## config.mk

```make
export PLATFORM = sky130hd
export DESIGN_NAME = sat_div_16bit_flat
export DESIGN_NICKNAME = d
export VERILOG_FILES = /design/src/rtl/sat_div_16bit_if.sv /design/src/rtl/sat_div_16bit.sv /design/src/flat_wrapper.sv
export SDC_FILE = /design/constraint.sdc
export NUM_CORES = 1
export LEC_CHECK = 0
export ABC_AREA = 1
export BUFFER_PORTS_ARGS = -buffer_cell sky130_fd_sc_hd__buf_2
export CAP_MARGIN = 15
export CORE_ASPECT_RATIO = 0.8
export CORE_UTILIZATION = 44
export CTS_BUF_LIST = sky130_fd_sc_hd__clkbuf_2
export DETAILED_ROUTE_END_ITERATION = 7
export PLACE_DENSITY_LB_ADDON = 0.15
export SLEW_MARGIN = 40
export SYNTH_ARGS = -nofsm -noshare
export SYNTH_HDL_FRONTEND = slang
export SYNTH_SLANG_ARGS = --single-unit
```

## constraint.sdc

```tcl
create_clock -name clk -period 9.31 [get_ports clk]
set_input_delay 0.931 -clock clk [delete_from_list [all_inputs] [get_ports clk]]
set_output_delay 0.931 -clock clk [all_outputs]
set_load 0.03 [all_outputs]
```

## src/rtl/sat_div_16bit_if.sv

```systemverilog
// Request/result bundle for the iterative signed divider.
// The master issues start with operands; the slave returns status and results.
interface sat_div_16bit_if #(
  parameter int WIDTH = 16
) ();
  logic             start;
  logic [WIDTH-1:0] dividend;
  logic [WIDTH-1:0] divisor;
  logic             busy;
  logic             done;
  logic [WIDTH-1:0] quotient;
  logic [WIDTH-1:0] remainder;
  logic             div_by_zero;
  logic             overflow;

  modport master (
    output start, dividend, divisor,
    input  busy, done, quotient, remainder, div_by_zero, overflow
  );

  modport slave (
    input  start, dividend, divisor,
    output busy, done, quotient, remainder, div_by_zero, overflow
  );
endinterface

```

## src/rtl/sat_div_16bit.sv

```systemverilog
// Iterative signed restoring divider, one quotient bit per clock, with results
// saturated to the signed range (0x7FFF / 0x8000) like the saturating adder.
//
// state | meaning
// IDLE  | waiting for start; special cases resolve here directly to DONE
// CALC  | one restoring step per edge, WIDTH steps, busy high
// DONE  | done high for this single cycle, then back to IDLE
module sat_div_16bit #(
  parameter int WIDTH = 16
) (
  input  logic           clk,
  input  logic           rst_n,
  sat_div_16bit_if.slave bus
);

  localparam int CW = $clog2(WIDTH) + 1;
  localparam logic [WIDTH-1:0] MAX_POS = {1'b0, {(WIDTH-1){1'b1}}};
  localparam logic [WIDTH-1:0] MIN_NEG = {1'b1, {(WIDTH-1){1'b0}}};
  localparam logic [CW-1:0]    LAST    = CW'(WIDTH - 1);

  typedef enum logic [1:0] {IDLE, CALC, DONE} state_t;

  state_t           state;
  logic [CW-1:0]    cnt;
  logic [WIDTH-1:0] rem_p;
  logic [WIDTH-1:0] qd;
  logic [WIDTH-1:0] dsr_mag;
  logic             sign_q;
  logic             sign_r;
  logic             busy_r;
  logic             done_r;
  logic [WIDTH-1:0] quo_r;
  logic [WIDTH-1:0] rem_r;
  logic             dz_r;
  logic             ov_r;

  logic [WIDTH-1:0] a_mag;
  logic [WIDTH-1:0] b_mag;
  logic             is_ovf;
  logic [WIDTH:0]   shifted;
  logic [WIDTH:0]   diff;
  logic             take;
  logic [WIDTH-1:0] next_rem;
  logic [WIDTH-1:0] q_mag;
  logic [WIDTH-1:0] q_final;
  logic [WIDTH-1:0] r_final;

  // Magnitudes as unsigned: negating 0x8000 yields 0x8000 = 32768, as intended.
  always_comb begin
    a_mag  = bus.dividend[WIDTH-1] ? (~bus.dividend + 1'b1) : bus.dividend;
    b_mag  = bus.divisor[WIDTH-1]  ? (~bus.divisor  + 1'b1) : bus.divisor;
    is_ovf = (bus.dividend == MIN_NEG) && (bus.divisor == {WIDTH{1'b1}});
  end

  // The partial remainder is always below the divisor (<= 2^(WIDTH-1)), so the
  // 17-bit trial difference has its top bit set exactly when it went negative.
  always_comb begin
    shifted  = {rem_p, qd[WIDTH-1]};
    diff     = shifted - {1'b0, dsr_mag};
    take     = ~diff[WIDTH];
    next_rem = take ? diff[WIDTH-1:0] : shifted[WIDTH-1:0];
    q_mag    = {qd[WIDTH-2:0], take};
    if (sign_q) begin
      q_final = ~q_mag + 1'b1;
    end else begin
      q_final = q_mag[WIDTH-1] ? MAX_POS : q_mag;
    end
    r_final  = sign_r ? (~next_rem + 1'b1) : next_rem;
  end

  always_ff @(posedge clk or negedge rst_n) begin
    if (!rst_n) begin
      state   <= IDLE;
      cnt     <= '0;
      rem_p   <= '0;
      qd      <= '0;
      dsr_mag <= '0;
      sign_q  <= 1'b0;
      sign_r  <= 1'b0;
      busy_r  <= 1'b0;
      done_r  <= 1'b0;
      quo_r   <= '0;
      rem_r   <= '0;
      dz_r    <= 1'b0;
      ov_r    <= 1'b0;
    end else begin
      case (state)
        IDLE: begin
          done_r <= 1'b0;
          if (bus.start) begin
            dz_r <= 1'b0;
            ov_r <= 1'b0;
            if (bus.divisor == '0) begin
              quo_r  <= bus.dividend[WIDTH-1] ? MIN_NEG : MAX_POS;
              rem_r  <= bus.dividend;
              dz_r   <= 1'b1;
              done_r <= 1'b1;
              state  <= DONE;
            end else if (is_ovf) begin
              quo_r  <= MAX_POS;
              rem_r  <= '0;
              ov_r   <= 1'b1;
              done_r <= 1'b1;
              state  <= DONE;
            end else begin
              qd      <= a_mag;
              dsr_mag <= b_mag;
              rem_p   <= '0;
              cnt     <= '0;
              sign_q  <= bus.dividend[WIDTH-1] ^ bus.divisor[WIDTH-1];
              sign_r  <= bus.dividend[WIDTH-1];
              busy_r  <= 1'b1;
              state   <= CALC;
            end
          end
        end
        CALC: begin
          rem_p <= next_rem;
          qd    <= q_mag;
          cnt   <= cnt + CW'(1);
          if (cnt == LAST) begin
            quo_r  <= q_final;
            rem_r  <= r_final;
            busy_r <= 1'b0;
            done_r <= 1'b1;
            state  <= DONE;
          end
        end
        DONE: begin
          done_r <= 1'b0;
          state  <= IDLE;
        end
        default: state <= IDLE;
      endcase
    end
  end

  assign bus.busy        = busy_r;
  assign bus.done        = done_r;
  assign bus.quotient    = quo_r;
  assign bus.remainder   = rem_r;
  assign bus.div_by_zero = dz_r;
  assign bus.overflow    = ov_r;

endmodule
```

## src/flat_wrapper.sv

```systemverilog
// flat-port wrapper written by rule: the top's interface ports become plain ports
module sat_div_16bit_flat 
#(
  parameter int WIDTH = 16
)
  (clk, rst_n, bus_start, bus_dividend, bus_divisor, bus_busy, bus_done, bus_quotient, bus_remainder, bus_div_by_zero, bus_overflow);
  sat_div_16bit_if #(.WIDTH(WIDTH)) bus_i ();
  input  logic clk;
  input  logic rst_n;
  input wire logic [$bits(bus_i.start)-1:0] bus_start;
  input wire logic [$bits(bus_i.dividend)-1:0] bus_dividend;
  input wire logic [$bits(bus_i.divisor)-1:0] bus_divisor;
  output wire logic [$bits(bus_i.busy)-1:0] bus_busy;
  output wire logic [$bits(bus_i.done)-1:0] bus_done;
  output wire logic [$bits(bus_i.quotient)-1:0] bus_quotient;
  output wire logic [$bits(bus_i.remainder)-1:0] bus_remainder;
  output wire logic [$bits(bus_i.div_by_zero)-1:0] bus_div_by_zero;
  output wire logic [$bits(bus_i.overflow)-1:0] bus_overflow;
  assign bus_i.start = bus_start;
  assign bus_i.dividend = bus_dividend;
  assign bus_i.divisor = bus_divisor;
  assign bus_busy = bus_i.busy;
  assign bus_done = bus_i.done;
  assign bus_quotient = bus_i.quotient;
  assign bus_remainder = bus_i.remainder;
  assign bus_div_by_zero = bus_i.div_by_zero;
  assign bus_overflow = bus_i.overflow;
  sat_div_16bit #(.WIDTH(WIDTH)) u_core (.clk(clk), .rst_n(rst_n), .bus(bus_i));
endmodule
```

==> summary.txt <==
Layout
  – Core Util, Final: 48.42%
  – Area Overhead vs Synth: 7.800%
  – ANT cells: 0
  – Final #Nets: 1103
  – Fillers: 1668
  – Fin cells: between 1000 and 1500
  – Layout cells sized above 1: 17.42%

Worst setup path
  – CP Class: reg -> reg
  – Register-to-Register Path Depth: 23
  – Startpoint Class: flop
  – CP Capture Type: flop
  – CP startpoint: u_core.qd[15]$_DFFE_PN0P_
  – R2r setup slk: 5.14 ns
  – Cell family with most CP delay: simple AND/OR/NAND/NOR gates
  – Largest fanout on the critical path: 20
  – Slowest CP cell: nand2_2
  – Critical Path RT: between 9 and 10 ns
  – Crit path DAT: 4.65 ns
  – Crit path buf inv count: 4
  – Reg-to-Reg Start: u_core.qd[15]$_DFFE_PN0P_
  – Worst R2R End: u_core.bus.quotient[12]$_DFFE_PN0P_
  – Max stage delay on crit path: 0.50 ns
  – Sequence of cells on the critical path: inv_1 -> ha_1 -> inv_1 -> fa_1 -> nand3_1 -> nand3_2 -> nand2_1 -> nand2_2 -> nand2_4 -> nand3_1 -> nand2_2 -> ha_1 -> nand2_1 -> nor2_1 -> inv_1 -> nor3_1 -> nand3_1 -> inv_1 -> nand3_1 -> o31ai_1 -> a31oi_1 -> o21ai_0 -> a21oi_1

Power and ir drop
  – Pwr dens: 414.6 nW/µm²
  – Leakage power: around 0.0039 µW
  – Total Power: 3162 µW
  – Worst vdd ir: 0.0002294 V

Timing
  – Max-Slew Margin vs Limit: 43.90%
  – Setup TNS: 0 ns
  – Min cycle time layout: between 4 and 5 ns
  – Fmax achieved: 0.2400 GHz
  – Final Slew Violations: 0
  – Smallest hold slack: approximately 0.23 ns
  – Layout Skew: approximately 0.075 ns
  – Final setup viols: 0
  – Final Hold Fails: 0
  – Tcrit/Tclk final: around 45%
  – RSZ-0062 raised after global routing: false
  – Worst slew pin tran: 0.8384 ns

Clocking
  – Clk sink count: 93
  – Clock Latency Late Sink: between 0.6 and 0.7 ns
  – Num CTS Buffers: 9
  – CTS tree: built
  – CTS H-Tree Depth: 3
  – Post-CTS Setup Repair Bufs: 0
  – CTS root buf: clkbuf_2
  – Gates resized, CTS repair: 0
  – CTS Hold Bufs: 0
  – Max Buffers Root-to-Sink: 2
  – Clock-pin slew on the worst setup and hold paths: approximately 0.30 ns

GRT
  – Aggregate global-route resource usage: 25.15%
  – Vias in the first global route: 5873
  – First-pass GRT wire length: about 32000 µm
  – Initial antenna violation count: 0
  – Largest net degree at the start of global routing: 56
  – Grt ovf: 0

Synth
  – Post-synthesis sequential area ratio: approximately 33%
  – Ys Warns: 0
  – Synth Area per Inst: 7.160 µm²
  – Synth Flop Type: dfrtp_1
  – Mapped Cells: just under 1000
  – EDFF count, synth: 0
  – FF+latch count, synth: 93
  – Post-Syn Area: slightly above 7000 µm²
  – Post-Syn Nets: 1050
  – Synth cell types: 54
  – Fraction of registers with async set/reset: 100.0%

Detailed routing
  – DRT Wirelength: 19580 µm
  – Number of routed nets with antenna violations: 0
  – Vias post-DR: 6560
  – Routed wire per std cell: ~16 µm
  – DRT Pass-1 Iters: 7
  – DR DRC count: 2
  – Via-per-instance ratio: around 5.2
  – DR iter-0 viols: 525

Floorplanning
  – Core area: about 16000 µm²
  – Die area: 16590 µm²
  – Initial Utilization: roughly 45%
  – # IOs: 71
  – Die Height: 115.4 µm
  – Die extent in x: 143.8 µm
  – Num rows: 41

Placed design
  – Dpl cells: 1245
  – Port bufs: 70
  – RePlAce Congestion: 0.8895
  – Hpwl dp: 15080 µm

Outcome
  – Failing checks: design-rule violations
  – Status: complete, but fails checks

Job
  – Max-Cap Viols: 0

Hold path
  – Worst min path class: in -> async
-- logic make-up (layout without fill, tap and decap cells) --
family / after synthesis / count (layout) / share of synthesized area [%]
adder cells (fa/ha/maj): 27 / 27 / 4.881
XOR/XNOR: 35 / 35 / 4.333
flip-flops: 93 / 93 / 32.90
multiplexers: 2 / 2 / 0.3007
AND/OR/NAND/NOR: 480 / 480 / 32.68
buffers and inverters: 182 / 239 / 10.51
AO/OA/AOI/OAI: 169 / 169 / 14.40
-- layout by cell type, fill, tap and decap left out, types with 3 or more instances in the layout --
cell        n
a22oi_1     7
nor4_1      4
o21ai_0    63
nand2_4    19
buf_2      69
a31oi_1     6
ha_1       26
o22ai_1    16
clkinv_1    3
a21oi_1    37
clkbuf_2   11
nand2_1   237
o221ai_1    4
or2_2       4
a21oi_2    10
inv_1     143
inv_2       6
nor2_2      6
nand2_2    30
xor2_1     19
o211ai_1   10
nor3_1     16
buf_4       3
dfrtp_1    93
nand4_1    10
nor2_1     79
a22o_1      3
nand3_2     8
nand3_1    52
xnor2_1    16
-- flip-flops by register name, summed over array words and instances (netlist names) --
signal	flops
u_core.dsr_mag	16
u_core.qd	16
u_core.sign_r	1
u_core.bus.busy	1
u_core.bus.remainder	16
u_core.rem_p	16
u_core.sign_q	1
u_core.cnt	5
u_core.bus.overflow	1
u_core.bus.quotient	16
u_core.bus.done	1
u_core.state	2
u_core.bus.div_by_zero	1
-- how the worst max path moves through the flow --
stage	endpoint	slack [ns]	cells after the start
2_1_floorplan	u_core.bus.quotient[12]$_DFFE_PN0P_	6.17	24
3_3_place_gp	u_core.bus.quotient[12]$_DFFE_PN0P_	5.30	23
3_5_place_dp	u_core.bus.quotient[12]$_DFFE_PN0P_	5.28	23
4_1_cts	u_core.bus.quotient[12]$_DFFE_PN0P_	5.21	23
5_1_grt	u_core.bus.quotient[12]$_DFFE_PN0P_	4.74	23
6_report	u_core.bus.quotient[12]$_DFFE_PN0P_	5.14	23
-- synth_stat cells (all sizes together), types with 3 or more instances --
| cell type | n | area share [%] |
|---|---|---|
| a21oi | 48 | 4.0 |
| a22o | 3 | 0.37 |
| a22oi | 7 | 0.74 |
| a31oi | 6 | 0.53 |
| and2 | 3 | 0.30 |
| buf | 16 | 1.7 |
| clkbuf | 14 | 0.74 |
| dfrtp | 93 | 33 |
| ha | 26 | 4.6 |
| inv | 150 | 8.0 |
| nand2 | 286 | 18 |
| nand3 | 61 | 5.1 |
| nand4 | 10 | 0.88 |
| nor2 | 88 | 5.3 |
| nor3 | 19 | 1.6 |
| nor4 | 4 | 0.35 |
| o211ai | 10 | 1.1 |
| o21ai | 67 | 4.8 |
| o221ai | 4 | 0.50 |
| o22ai | 16 | 1.4 |
| or2 | 4 | 0.35 |
| xnor2 | 16 | 2.0 |
| xor2 | 19 | 2.4 |
-- per-stage QoR --
stage / area (µm²) / setup WS (ns)
floorplan: 7074 / 6.173
global placement: 7541 / 5.297
detailed placement: 7545 / 5.278
CTS: 7626 / 5.207
global route: 7626 / 4.744
finish: 7626 / 5.143
-- routing by layer --
metal | vias to the layer above | track usage [%] | part of all wire [%]
li1 | 3302 | - | -
met1 | 3039 | 40.78 | 54
met2 | 210 | 33.56 | 38
met3 | 9 | 4.876 | 7.2
met4 | 0 | 5.177 | 0.67
met5 | - | 0 | 0
-- area by class of cell --
cell class | instances | area, µm² | share of cell area, %
Sequential cell | 93 | 2327 | 30.52
Tap cell | 215 | 269.0 | 3.527
Clock inverter | 4 | 26.28 | 0.3445
Multi-Input combinational cell | 713 | 4008 | 52.55
Clock buffer | 11 | 55.05 | 0.7219
Timing Repair Buffer | 72 | 367.9 | 4.824
Inverter | 152 | 573.1 | 7.514
-- report_power, final --
| part | switching, µW | total [µW] | leakage, µW | internal (µW) |
|---|---|---|---|---|
| sequential | 136 | 698 | 0.00116 | 562 |
| clock | 142 | 178 | 0.0000594 | 35.7 |
| combinational | 1540 | 2290 | 0.00268 | 750 |
| total | 1810 | 3160 | 0.00390 | 1350 |
No activity file was read; power rests on OpenSTA's default activity.
